<file path="config.mk">
export PLATFORM = sky130hd
export DESIGN_NAME = lane_collision_ctrl
export DESIGN_NICKNAME = d
export VERILOG_FILES = /design/src/rtl/lane_collision_ctrl.sv
export SDC_FILE = /design/constraint.sdc
export NUM_CORES = 1
export LEC_CHECK = 0
export ABC_AREA = 1
export BUFFER_PORTS_ARGS = -buffer_cell sky130_fd_sc_hd__buf_4
export CAP_MARGIN = 5
export CELL_PAD_IN_SITES_DETAIL_PLACEMENT = 0
export CELL_PAD_IN_SITES_GLOBAL_PLACEMENT = 1
export CORE_ASPECT_RATIO = 1.4
export CORE_MARGIN = 10
export CORE_UTILIZATION = 43
export DETAILED_ROUTE_END_ITERATION = 6
export PLACE_DENSITY_LB_ADDON = 0.1
export SKIP_LAST_GASP = 1
export SLEW_MARGIN = 20
export SYNTH_ARGS = -nofsm -noshare
export SYNTH_HDL_FRONTEND = slang
export SYNTH_SLANG_ARGS = --single-unit
</file>
<file path="constraint.sdc">
create_clock -name i_clk -period 3.65 [get_ports i_clk]
set_input_delay 1.095 -clock i_clk [delete_from_list [all_inputs] [get_ports i_clk]]
set_output_delay 1.095 -clock i_clk [all_outputs]
set_load 0.005 [all_outputs]
</file>
<file path="src/rtl/lane_collision_ctrl.sv">
// Lane-crossing game controller: per-frame frog/obstacle overlap counting, lives, score, game FSM.
// Optional LANE_COLLISION_GOD_MODE_EN: PLAY hits are reported but never cost lives.

module lane_collision_sticky (
  input  logic i_clk,
  input  logic i_rst,
  input  logic i_clr,
  input  logic i_set,
  output logic o_q
);
  always_ff @(posedge i_clk or negedge i_rst)
    if (!i_rst)     o_q <= 1'b0;
    else if (i_clr) o_q <= 1'b0;
    else if (i_set) o_q <= 1'b1;
endmodule

module lane_collision_ctrl #(
  parameter int N_LANES        = 5,
  parameter int LIVES          = 3,
  parameter int HIT_THRESH     = 4,
  parameter int RESPAWN_FRAMES = 60,
  parameter int GOAL_Y         = 40,
  parameter int SCORE_W        = 8
) (
  input  logic               i_clk,
  input  logic               i_rst,
  input  logic               i_pix_stb,
  input  logic               i_animate,
  input  logic               i_start,
  input  logic               i_frog_px,
  input  logic [N_LANES-1:0] i_lane_px,
  input  logic [N_LANES-1:0] i_lane_en,
  input  logic [11:0]        i_frog_y1,
  output logic [1:0]         o_state,
  output logic               o_dead,
  output logic               o_respawn,
  output logic [3:0]         o_lives,
  output logic [SCORE_W-1:0] o_score,
  output logic [N_LANES-1:0] o_hit_lane,
  output logic               o_frame_hit
);
  typedef enum logic [1:0] {S_IDLE = 2'd0, S_PLAY = 2'd1, S_DYING = 2'd2, S_OVER = 2'd3} state_t;

  state_t             state;
  logic [7:0]         ov_cnt;
  logic [7:0]         rcnt;
  logic [N_LANES-1:0] mask;
  logic [N_LANES-1:0] lane_px_en;
  logic               qual, hit, goal;

  assign lane_px_en = i_lane_px & i_lane_en;
  assign qual       = i_pix_stb & i_frog_px;
  assign hit        = ov_cnt >= 8'(HIT_THRESH);
  assign goal       = i_frog_y1 <= 12'(GOAL_Y);

  // One sticky bit per lane; end-of-frame clear takes priority over a same-cycle pixel.
  for (genvar k = 0; k < N_LANES; k++) begin : g_lane
    lane_collision_sticky u_sticky (
      .i_clk (i_clk),
      .i_rst (i_rst),
      .i_clr (i_animate),
      .i_set (qual & lane_px_en[k]),
      .o_q   (mask[k])
    );
  end

  assign o_state = state;
  assign o_dead  = state[1];  // DYING and OVER share the top encoding bit

  always_ff @(posedge i_clk or negedge i_rst) begin
    if (!i_rst) begin
      state       <= S_IDLE;
      ov_cnt      <= 8'd0;
      rcnt        <= 8'd0;
      o_lives     <= 4'd0;
      o_score     <= '0;
      o_respawn   <= 1'b0;
      o_hit_lane  <= '0;
      o_frame_hit <= 1'b0;
    end else begin
      o_respawn <= 1'b0;
      if (i_animate) begin
        o_frame_hit <= hit;
        o_hit_lane  <= mask;
        ov_cnt      <= 8'd0;
      end else if (qual && (|lane_px_en) && !hit) begin
        ov_cnt <= ov_cnt + 8'd1;
      end

      // Respawn requests are gated on the previous pulse so it can never stretch to two cycles.
      case (state)
        S_IDLE, S_OVER: if (i_start) begin
          state     <= S_PLAY;
          o_lives   <= 4'(LIVES);
          o_score   <= '0;
          o_respawn <= ~o_respawn;
        end
        S_PLAY: if (i_animate) begin
`ifdef LANE_COLLISION_GOD_MODE_EN
          if (!hit && goal) begin
            if (o_score != '1) o_score <= o_score + 1'b1;
            o_respawn <= ~o_respawn;
          end
`else
          if (hit) begin
            o_lives <= o_lives - 4'd1;
            if (o_lives <= 4'd1) state <= S_OVER;
            else begin
              state <= S_DYING;
              rcnt  <= 8'(RESPAWN_FRAMES);
            end
          end else if (goal) begin
            if (o_score != '1) o_score <= o_score + 1'b1;
            o_respawn <= ~o_respawn;
          end
`endif
        end
        S_DYING: if (i_animate) begin
          rcnt <= rcnt - 8'd1;
          if (rcnt <= 8'd1) begin
            state     <= S_PLAY;
            o_respawn <= ~o_respawn;
          end
        end
        default: state <= S_IDLE;
      endcase
    end
  end
endmodule

</file>
==> results of run 1 <==
cell usage in the layout, fill, tap and decap left out:
master    instances
nor2_1           37
or2_1             1
nand3_2           1
or2_2             1
ha_1              9
o21bai_1          1
nand2_4           3
o21ai_2           2
clkbuf_8          5
buf_4            49
nor3b_1           1
inv_2             4
o211ai_1          1
o31ai_1           1
o21ai_1           8
dfrtp_1          42
nor2_2            1
nor2_8            1
a31oi_1           4
nand3_1          28
nor3_1            1
nand2_2           2
o21ai_0          15
nor2_4            2
xnor2_1           1
nand4_1           4
and3_1            1
a21oi_1           3
xor2_1           10
clkbuf_1          2
inv_1            32
nand2_1          71
final cells by class:
| type | instances | area, um2 |
|---|---|---|
| clock buffers | 7 | 76.3 |
| inverters | 36 | 135 |
| flip-flops and latches | 42 | 1050 |
| fillers | 532 | 2410 |
| multi-input cells | 210 | 1110 |
| repair buffers | 49 | 368 |
| well taps | 66 | 82.6 |
power by group:
part           internal (mW)  switching (mW)  total [mW]  leakage (nW)
clock network          0.132           0.149       0.281        0.0383
registers              0.548          0.0619       0.610         0.560
logic                  0.293           0.496       0.789         0.904
worst paths after layout:
check                                          startpoint                         to  slack (ps)
worst max-delay path               o_score[2]$_DFFE_PN0P_                 o_score[2]        1620
worst min-delay path            o_hit_lane[2]$_DFFE_PN0P_  o_hit_lane[2]$_DFFE_PN0P_         480
worst max register to register     o_state[1]$_DFFE_PN0P_     o_score[0]$_DFFE_PN0P_        1740
worst min register to register  o_hit_lane[2]$_DFFE_PN0P_  o_hit_lane[2]$_DFFE_PN0P_         480
max in group asynchronous                           i_rst      ov_cnt[2]$_DFFE_PN0P_        2480
min in group asynchronous                           i_rst        rcnt[3]$_DFFE_PN0P_         770
synthesized netlist by cell type (2+ instances only):
library cell / instances
nand2_4: 3
nor2_1: 37
inv_2: 4
dfrtp_1: 42
nor2_4: 2
a21oi_1: 3
o21ai_2: 2
inv_1: 32
clkbuf_1: 3
nand2_2: 2
xor2_1: 10
o21ai_0: 15
a31oi_1: 4
nand2_1: 71
o21ai_1: 8
buf_6: 2
ha_1: 9
nand3_1: 28
nand4_1: 4
kinds of logic (layout without fill, tap and decap cells):
kind of cell / after synthesis / after routing / synth area share (%)
AO/OA/AOI/OAI: 35 / 35 / 8.35
XOR/XNOR: 11 / 11 / 4.12
adder cells (fa/ha/maj): 9 / 9 / 4.82
buffers and inverters: 42 / 92 / 7.54
flip-flops: 42 / 42 / 44.9
AND/OR/NAND/NOR: 155 / 155 / 30.2
through the flow:
stage | std cells | util (%) | area, um2
floorplan | 294 | - | 2340
global placement | 403 | 52.5 | 2750
detailed placement | 403 | 52.5 | 2750
CTS | 410 | 53.9 | 2820
global route | 410 | 53.9 | 2820
finish | 410 | 53.9 | 2820
flip-flops by register name, summed over array words and instances (netlist names):
register	count
g_lane.u_sticky.o_q	5
o_state	2
rcnt	8
o_respawn	1
o_score	8
o_frame_hit	1
o_lives	4
ov_cnt	8
o_hit_lane	5
routing by layer:
layer | global-route usage (%) | vias to the layer above | wire length [um]
met4 | 4.76 | 0 | 59
met1 | 14.7 | 929 | 2160
met5 | 0 | - | 0
met2 | 23.0 | 32 | 2860
met3 | 3.26 | 5 | 246
li1 | - | 1029 | -
==> summary.md, run 1 <==
| Metric | Value |
|---|---|
| CTS Buf Count | 5 |
| Worst-Skew Late Latency | 290 ps |
| R2R cell count | 9 |
| Final nets | ~380 |
| RSZ-0062 raised after global routing | false |
| Outcome | finished, final reports clean |
| Hold_ws | 477 ps |
| Mapped Cells | 294 |
| Crit-path max FO | 8 |
| Initial antenna violation count | 0 |
| Max-Cap Viols | 0 |
| Critical-path cell list | buf_4 |
| Post-synth EDFFs | 0 |
| Worst Tran Pin Value | 541 ps |
| Critical Path Sink Type | primary output |
| DRT iter0 DRCs | 44 |
| Top cells by area, synth | dfrtp_1 (45%), nand2_1 (11%), nand3_1 (6.0%), nor2_1 (5.9%), inv_1 (5.1%) |
| Max Clk Rate | between 400 and 500 MHz |
| Final Cycle Share | between 50 and 60% |
| Worst Skew | between 7 and 8 ps |
| Num ports | 50 |
| Die X | 82.3 um |
| Peak VDD IR | around 280 uV |
| Final WS setup | roughly 1600 ps |
| Final RePlAce weighted congestion | ~0.77 |
| First-pass GRT wire length | roughly 9000 um |
| Hpwl dp | between 4000 and 5000 um |
| DRC Markers | 0 |
| Min cycle time layout | between 2000 and 2500 ps |
| Slew HR | roughly 64% |
| Clock H-tree levels | 2 |
| Startpoint Class | register |
| Area Growth Syn to Fin | 20.8% |
| WL/cell | 13.0 um |
| IO Port Bufs | about 50 |
| Mean Syn Cell Area | 7.95 um2 |
| Setup bufs post-CTS | 0 |
| Crit path arrival time | ~940 ps |
| P per Cell Area | 595 mW/mm2 |
| Vias in the first global route | around 2k |
| Mapped cell area | 0.00234 mm2 |
| Final setup fails | 0 |
| CTS max path bufs | 2 |
| Share of cells above drive strength 1 | 20.6% |
| Asr flop ratio synth | 100% |
| Mapped Nets | 331 |
| Hold depth | 2 |
| Die height | about 110 um |
| Row count | 31 |
| Fin. Hold Viols | 0 |
| Seq/Total Area, Yosys | between 40% and 50% |
| Yosys top cell area share | 44.9% |
| Top delay family on crit path | flip-flops |
| Vias | approximately 2k |
| Leak Pwr | roughly 1.5 nW |
| Count of different cell masters after synthesis | 32 |
| GRT Total Usage | 13.1% |
| Congestion Overflow GR | 0 |
| Drt via density | just under 5 |
| Ant diodes | 0 |
| Critical path type | reg2out |
| Total negative slack | 0 ps |
| Yosys top cell by area | dfrtp_1 |
| Worst hold path type | reg2reg |
| Bufs and invs on worst path | 1 |
| Levels on crit path | 1 |
| Top FF cell, synth | dfrtp_1 |
| Seq cells post-synth | 42 |
| Slew Viols, Final | 0 |
| Slowest CP cell | dfrtp_1 |
| Routed WL | around 5300 um |
| Hold buffer count at CTS | 0 |
| Placement Setup Slack | between 1000 and 1500 ps |
| # clock sinks | 42 |
| Resized cells post-CTS | 0 |
| Clock-pin slew on the worst setup and hold paths | 70 ps |
| Largest net degree at the start of global routing | 43 |
| Ys Warns | 0 |
| Die footprint | just under 0.009 mm2 |
| Core Area | 0.00524 mm2 |
| Critical path's largest stage delay | ~490 ps |
| TritonRoute pass-1 iters | 4 |
| CP required | 2550 ps |
| Root Driver | clkbuf_8 |
| CTS tree | done |
| Initial Util | between 40 and 50% |
| Pwr Total | roughly 1.7 mW |
| DRT antenna net count | 0 |
Note: power is estimated with default switching activity, not from simulation.
==> run 2, diff against run 1 <==
--- a/config.mk
+++ b/config.mk
@@ -5,14 +5,14 @@
 export SDC_FILE = /design/constraint.sdc
 export NUM_CORES = 1
 export LEC_CHECK = 0
-export ABC_AREA = 1
+export ABC_AREA = 0
 export BUFFER_PORTS_ARGS = -buffer_cell sky130_fd_sc_hd__buf_4
 export CAP_MARGIN = 5
 export CELL_PAD_IN_SITES_DETAIL_PLACEMENT = 0
 export CELL_PAD_IN_SITES_GLOBAL_PLACEMENT = 1
 export CORE_ASPECT_RATIO = 1.4
 export CORE_MARGIN = 10
-export CORE_UTILIZATION = 43
+export CORE_UTILIZATION = 36
 export DETAILED_ROUTE_END_ITERATION = 6
 export PLACE_DENSITY_LB_ADDON = 0.1
 export SKIP_LAST_GASP = 1
==> constraint.sdc (replaced) <==
create_clock -name i_clk -period 1.8 [get_ports i_clk]
set_input_delay 0.54 -clock i_clk [delete_from_list [all_inputs] [get_ports i_clk]]
set_output_delay 0.54 -clock i_clk [all_outputs]
set_load 0.005 [all_outputs]
==> run 2 against run 1 <==
Sequential share of layout area decreased by 4.0 points. Combinational power increased by 130%. Power increased by 130%. Sequential cell count unchanged. Global-route usage decreased by 0.69 points. The flow now finishes with violations (setup timing). Die area increased by 6.6%. Non-clock buffer count increased by 46. Largest cell class unchanged.
==> summary.md, run 2 <==
| Metric | Value |
|---|---|
| Top cells by area, synth | dfrtp_1 (50%), ha_1 (5.3%), nor2_1 (4.2%), mux2_2 (3.7%), o21ai_0 (3.1%) |
| Die X | 84.9 um (+3.1%) |
| Fillers | 547 (+2.8%) |
| # clock sinks | 42 (unchanged) |
| Final nets | 347 (-8.9%) |
| Top delay family on crit path | simple AND/OR/NAND/NOR gates |
| Outcome | finished with violations |
| Crit-path max FO | 6 (-2) |
| Failing checks | setup timing |
| Leak Pwr | 1.52 nW (+0.95%) |
| DRT antenna net count | 0 (unchanged) |
| Num ports | 50 (unchanged) |
| TritonRoute pass-1 iters | 4 (unchanged) |
| Final Cycle Share | 127% |
| Startpoint Class | register |
| Initial Util | 36.7% (-7.9 points) |
| Drt via density | 5.18 (+6.4%) |
| CTS tree | done |
| Share of cells above drive strength 1 | 46.0% (+25 points) |
| Asr flop ratio synth | 100% (unchanged) |
| Total negative slack | -3640 ps (-3640 ps) |
| RSZ-0062 raised after global routing | true |
| Critical path's largest stage delay | 430 ps (-60 ps) |
| Mapped Nets | 256 (-23%) |
| Ys Warns | 0 (unchanged) |
| Ant diodes | 0 (unchanged) |
| Worst R2R Start | o_state[0]$_DFFE_PN0P_ |
| Area Growth Syn to Fin | 49.1% |
| GRT Total Usage | 12.4% (-0.69 points) |
| Crit path from | o_state[0]$_DFFE_PN0P_ |
| WL/cell | 15.0 um (+16%) |
| Row count | 33 (+6.5%) |
| Critical path type | reg2reg |
| Root Driver | clkbuf_8 |
| CP required | 2030 ps (-520 ps) |
| Critical-path cell list | inv_2, ha_4, nor2b_4, a211o_1, or4_4, buf_6, or4_1, a21oi_2 |
| Top-count cell post-synth | dfrtp_1 |
| Vias in the first global route | 2,054 (+3.1%) |
| Hold_ws | 223 ps (-253 ps) |
| Worst-Skew Late Latency | 290 ps (about the same) |
| Mapped Cells | 219 (-26%) |
| Synth cell count leaders | dfrtp_1 (42), nor2_1 (24), o21ai_0 (13) |
| Worst Tran Pin Value | 540 ps (-1.17 ps) |
| Fin. Hold Viols | 0 (unchanged) |
| Seq/Total Area, Yosys | 49.5% (+4.6 points) |
| Mean Syn Cell Area | 9.69 um2 (+22%) |
| Worst hold path type | in2async |
| Commonest non-fill, non-tap cell in the layout | buf_4 |
| Core Area | 0.00578 mm2 (+10%) |
| DRC Markers | 0 (unchanged) |
| Yosys top cell area share | 49.5% (+4.6 points) |
| Min cycle time layout | between 2000 and 2500 ps |
| Finished Cell Area | 0.00316 mm2 (+12%) |
| Slew Viols, Final | 0 (unchanged) |
| Yosys top cell by area | dfrtp_1 |
| Final RePlAce weighted congestion | 0.766 (-0.16%) |
| Vias | 1,972 (-1.2%) |
| Mapped cell area | 0.00212 mm2 (-9.3%) |
| First-pass GRT wire length | 9970 um (+7.6%) |
| Hold buffer count at CTS | 0 (unchanged) |
| Die footprint | 0.00941 mm2 (+6.6%) |
| CTS Buf Count | 5 (unchanged) |
| Routed WL | 5720 um (+7.5%) |
| Count of different cell masters after synthesis | 44 (+38%) |
| Die height | 111 um (+3.3%) |
| DRT iter0 DRCs | 45 (+2.3%) |
| Hpwl dp | 4220 um (+4.7%) |
| Clock H-tree levels | 2 (unchanged) |
| Largest net degree at the start of global routing | 43 (unchanged) |
| Crit path arrival time | 2510 ps (+1570 ps) |
| Max Clk Rate | around 440 MHz |
| CTS max path bufs | 2 (unchanged) |
| Congestion Overflow GR | 0 (unchanged) |
| Top flop regs | o_score: 8 flops, ov_cnt: 8 flops, rcnt: 8 flops |
| Peak VDD IR | 587 uV (+110%) |
| Area after DPL | 0.00285 mm2 (+3.6%) |
| Worst Skew | 6.41 ps (-1.28 ps) |
| P per Cell Area | 1200 mW/mm2 (+100%) |
| Slowest CP cell | or4_4 |
| Critical Path Sink Type | register |
| Seq cells post-synth | 42 (unchanged) |
| Final WS setup | -486 ps (-2100 ps) |
| Max-Cap Viols | 0 (unchanged) |
| Slew HR | 64.0% (+0.078 points) |
| Post-synth EDFFs | 0 (unchanged) |
| Clock-pin slew on the worst setup and hold paths | 90 ps (+20 ps) |
| Bufs and invs on worst path | 2 (+1) |
| Most frequent cells in the layout | buf_4 (89), dfrtp_1 (42), nor2_1 (23) |
| Final setup fails | 11 (+11) |
| Initial antenna violation count | 0 (unchanged) |
| Top FF cell, synth | dfrtp_1 |
| IO Port Bufs | 49 (unchanged) |
[run 2: path summary, 6_finish.rpt]
path	endpoint	slack, ps	cells after the start
worst min-delay path	rcnt[4]$_DFFE_PN0P_	220	1
worst max register to register	o_score[7]$_DFFE_PN0P_	-490	8
worst min register to register	g_lane[4].u_sticky.o_q$_DFFE_PN0P_	490	2
worst max-delay path	o_score[7]$_DFFE_PN0P_	-490	8
max in group asynchronous	ov_cnt[6]$_DFFE_PN0P_	1210	1
min in group i_clk	g_lane[4].u_sticky.o_q$_DFFE_PN0P_	490	2
[run 2: cell families (layout without fill, tap and decap cells)]
family	after synthesis	count (layout)	share of synthesized area, %
buffers and inverters	23	115	4.36
DFF	42	42	49.5
and+or+nand+nor	85	85	20.5
AOI/OAI and AO/OA	49	49	14.8
xor gates and xnor gates	2	2	0.826
adders and majority gates	9	9	5.31
muxes	9	9	4.66
[run 2: through the flow]
stage | setup slack [ps] | total power [mW] | utilization (%) | instances
after floorplan | -346 | 2.02 | - | 219
after detailed placement | -529 | 2.75 | 49.2 | 364
after CTS | -491 | 3.71 | 53.4 | 380
after global placement | -551 | 2.73 | 49.2 | 364
after global routing | -582 | 4.08 | 54.7 | 381
final | -486 | 3.79 | 54.7 | 381
[run 2: worst reg2reg max path, stage by stage, from the launching register on]
cell and delay, ps:
dfrtp_1 420, inv_2 70, ha_4 240, nor2b_4 120, a211o_1 270, or4_4 430
buf_6 140, or4_1 410, a21oi_2 130
[run 2: layout make-up]
class,instances,area (um2),area share (%)
Timing Repair Buffer,95,729,23.1
Clock inverter,3,43.8,1.38
Clock buffer,5,68.8,2.18
Inverter,12,45.0,1.42
Sequential cell,42,1050,33.2
Tap cell,70,87.6,2.77
Multi-Input combinational cell,154,1140,36.0
[run 2: routing by layer]
layer / vias up / wire, um / global-route usage (%) / share of wire [%]
met5: - / 0 / 0 / 0
li1: 961 / - / - / -
met3: 5 / 208 / 2.79 / 3.6
met4: 0 / 44 / 3.30 / 0.77
met1: 965 / 2340 / 14.5 / 41
met2: 41 / 3140 / 22.0 / 55
[run 2: power by group]
| part | leakage, nW | total (mW) | internal [mW] | switching (mW) |
|---|---|---|---|---|
| clock | 0.0585 | 0.753 | 0.416 | 0.337 |
| combinational | 0.905 | 1.82 | 0.971 | 0.848 |
| sequential | 0.554 | 1.21 | 1.09 | 0.119 |
| total | 1.52 | 3.79 | 2.48 | 1.30 |
[run 2: repair_timing]
action,4_1_cts,5_1_grt
pin swaps,5,5
resized for setup,20,18
setup buffers,6,2
gates cloned,2,0
setup endpoints to repair,20,21
==> run 3, diff against run 2 <==
--- a/config.mk
+++ b/config.mk
@@ -15,6 +15,7 @@
 export CORE_UTILIZATION = 36
 export DETAILED_ROUTE_END_ITERATION = 6
 export PLACE_DENSITY_LB_ADDON = 0.1
+export SETUP_SLACK_MARGIN = 0.5
 export SKIP_LAST_GASP = 1
 export SLEW_MARGIN = 20
 export SYNTH_ARGS = -nofsm -noshare
==> run 3 against run 2 <==
Maximum frequency down 0.76%. Largest cell class unchanged. The run still ends with setup timing left. Clock skew down 2.2 ps. Power is 2.6% higher. Cell area is 6.8% higher. Global-route usage hardly changed. Worst setup slack worse by 17 ps. Sequential power hardly changed. Register-to-register slack lost 20 ps. Sequential cell count unchanged.
==> summary.md, run 3 (same netlist as run 2, synthesis figures left out) <==
| Metric | Value |
|---|---|
| # clock sinks | 42 (unchanged) |
| WL/cell | 15.1 um (+0.23%) |
| Final WS setup | -503 ps (-17.5 ps) |
| Die footprint | 0.00941 mm2 (unchanged) |
| Num ports | 50 (unchanged) |
| Finished Cell Area | 0.00338 mm2 (+6.8%) |
| Core Area | 0.00578 mm2 (unchanged) |
| Fin cells | 393 (+3.1%) |
| Critical path type | reg2reg |
| Row count | 33 (unchanged) |
| DRT iter0 DRCs | 74 (+64%) |
| Leak Pwr | 1.60 nW (+5.6%) |
| Startpoint Class | register |
| Top flop regs | o_score: 8 flops, ov_cnt: 8 flops, rcnt: 8 flops |
| Hpwl dp | 4240 um (+0.65%) |
| Critical path's largest stage delay | 420 ps (about the same) |
| Final setup fails | 13 (+2) |
| Clock share of power | 16.3% (-3.6 points) |
| Most frequent cells in the layout | buf_4 (74), dfrtp_1 (39), buf_6 (33) |
| Placed Cells | 363 (-0.27%) |
| CTS max path bufs | 2 (unchanged) |
| P per Cell Area | 1150 mW/mm2 (-3.9%) |
| Outcome | finished with violations |
| Max Clk Rate | 434 MHz (-0.76%) |
| DRC Markers | 0 (unchanged) |
| Share of cells above drive strength 1 | 49.8% (+3.9 points) |
| Area Growth Syn to Fin | 59.2% |
| Worst Skew | 4.24 ps (-2.18 ps) |
| Reg2reg end | o_score[5]$_DFFE_PN0P_ |
| First-pass GRT wire length | 9770 um (-2.0%) |
| R2R cell count | 8 (unchanged) |
| Worst hold path type | in2async |
| CP required | 2040 ps (about the same) |
| Failing checks | setup timing |
| Worst R2R Start | o_state[1]$_DFFE_PN0P_ |
| Worst-Skew Late Latency | 300 ps (about the same) |
| Initial antenna violation count | 0 (unchanged) |
| DRT antenna net count | 0 (unchanged) |
| Die height | 111 um (unchanged) |
| Flop pwr share | 31.9% (-0.2 points) |
| Fillers | 509 (-6.9%) |
| CTS Buf Count | 5 (unchanged) |
| Vias | 1,980 (+0.41%) |
| Area after DPL | 0.00288 mm2 (+1.2%) |
| Crit-path max FO | 6 (unchanged) |
| GRT Total Usage | 12.5% (+0.037 points) |
| Root Driver | clkbuf_8 |
| Critical Path Sink Type | register |
| Commonest non-fill, non-tap cell in the layout | buf_4 |
| Min cycle time layout | 2300 ps (+17.5 ps) |
| Largest net degree at the start of global routing | 43 (unchanged) |
| Vias in the first global route | 2,091 (+1.8%) |
| Final nets | 359 (+3.5%) |
| Placement Setup Slack | -507 ps (+21.6 ps) |
| Internal power | 2.51 mW (+0.97%) |
| Top delay family on crit path | simple AND/OR/NAND/NOR gates |
| Bufs and invs on worst path | 2 (unchanged) |
| Fin. Hold Viols | 0 (unchanged) |
| CTS tree | done |
| Crit path arrival time | 2540 ps (+30 ps) |
| Congestion Overflow GR | 0 (unchanged) |
| Ant diodes | 0 (unchanged) |
| Switching Power | 1.38 mW (+5.8%) |
| Flop2flop setup slack | -500 ps (-20 ps) |
| Final RePlAce weighted congestion | 0.738 (-3.7%) |
| Critical-path cell list | buf_6, ha_4, nor2b_4, a211o_1, or4_4, buf_6, or4_4, a21oi_2 |
| Comb pwr share | 51.8% (+3.7 points) |
| IO Port Bufs | 49 (unchanged) |
| Routed WL | 5920 um (+3.4%) |
| Slew Viols, Final | 0 (unchanged) |
| Sw Share | 35.5% (+1.1 points) |
| Drt via density | 5.04 (-2.7%) |
| Clock-pin slew on the worst setup and hold paths | 90 ps (about the same) |
| TritonRoute pass-1 iters | 4 (unchanged) |
| RSZ-0062 raised after global routing | true |
| Final Cycle Share | 128% (+0.97 points) |
| Hold_ws | 210 ps (-12.7 ps) |
| Slew HR | 63.3% (-0.68 points) |
| Max-Cap Viols | 0 (unchanged) |
| Clock H-tree levels | 2 (unchanged) |
| Peak VDD IR | 703 uV (+20%) |
| Initial Util | 36.7% (unchanged) |
| Worst Tran Pin Value | 550 ps (+10.3 ps) |
| Die X | 84.9 um (unchanged) |
| Total negative slack | -3910 ps (-271 ps) |
| Slowest CP cell | dfrtp_1 |
[run 3: area by class of cell]
class | instances | area (um2) | area share [%]
multi-input cells | 154 | 1170 | 34.7
well taps | 70 | 87.6 | 2.59
clock buffers | 5 | 68.8 | 2.04
repair buffers | 107 | 927 | 27.4
flip-flops and latches | 42 | 1050 | 31.2
clock inverters | 3 | 21.3 | 0.630
inverters | 12 | 45.0 | 1.33
[run 3: power groups by stage]
| stage | registers (mW) | logic, mW | clock network, mW |
|---|---|---|---|
| after floorplan | 1.26 | 0.838 | 0 |
| after global placement | 1.22 | 1.57 | 0 |
| after detailed placement | 1.23 | 1.58 | 0 |
| after CTS | 1.24 | 1.93 | 0.650 |
| after global routing | 1.26 | 2.19 | 0.695 |
| final | 1.24 | 2.01 | 0.635 |
[run 3: how the worst max path moves through the flow]
stage | start | endpoint | slack [ps] | depth (start not counted)
6_report | o_state[1]$_DFFE_PN0P_ | o_score[5]$_DFFE_PN0P_ | -500 | 8
5_1_grt | o_state[1]$_DFFE_PN0P_ | o_score[5]$_DFFE_PN0P_ | -580 | 8
4_1_cts | o_state[1]$_DFFE_PN0P_ | o_score[7]$_DFFE_PN0P_ | -500 | 8
3_5_place_dp | i_frog_y1[0] | o_score[5]$_DFFE_PN0P_ | -510 | 7
3_3_place_gp | i_frog_y1[0] | o_score[5]$_DFFE_PN0P_ | -510 | 7
2_1_floorplan | o_state[0]$_DFFE_PN0P_ | o_score[5]$_DFFE_PN0P_ | -350 | 8
[run 3: per-stage QoR]
stage | utilization (%) | total power [mW]
4_1_cts | 56.1 | 3.81
2_1_floorplan | - | 2.10
3_3_place_gp | 49.8 | 2.80
6_report | 58.4 | 3.89
5_1_grt | 58.4 | 4.15
3_5_place_dp | 49.8 | 2.81
[run 3: worst register-to-register path, stage by stage, from the launching register on]
cell and delay, ps:
dfrtp_1 420, buf_6 140, ha_4 210, nor2b_4 120, a211o_1 260, or4_4 420, buf_6 140, or4_4 410
a21oi_2 120
[run 3: routing by layer]
layer	global-route usage (%)	wire length [um]	part of all wire (%)	vias up
li1	-	-	-	979
met1	13.3	2360	40	954
met2	22.4	3180	54	41
met3	4.12	308	5.2	6
met4	3.63	67	1.1	0
met5	0	0	0	-
[run 3: what timing repair did]
action | in CTS | in global routing
hold buffers | 0 | 0
setup endpoints to repair | 47 | 47
pin swaps | 10 | 2
buffers inserted | 12 | 9
cloned | 1 | 0
resized for setup | 47 | 17
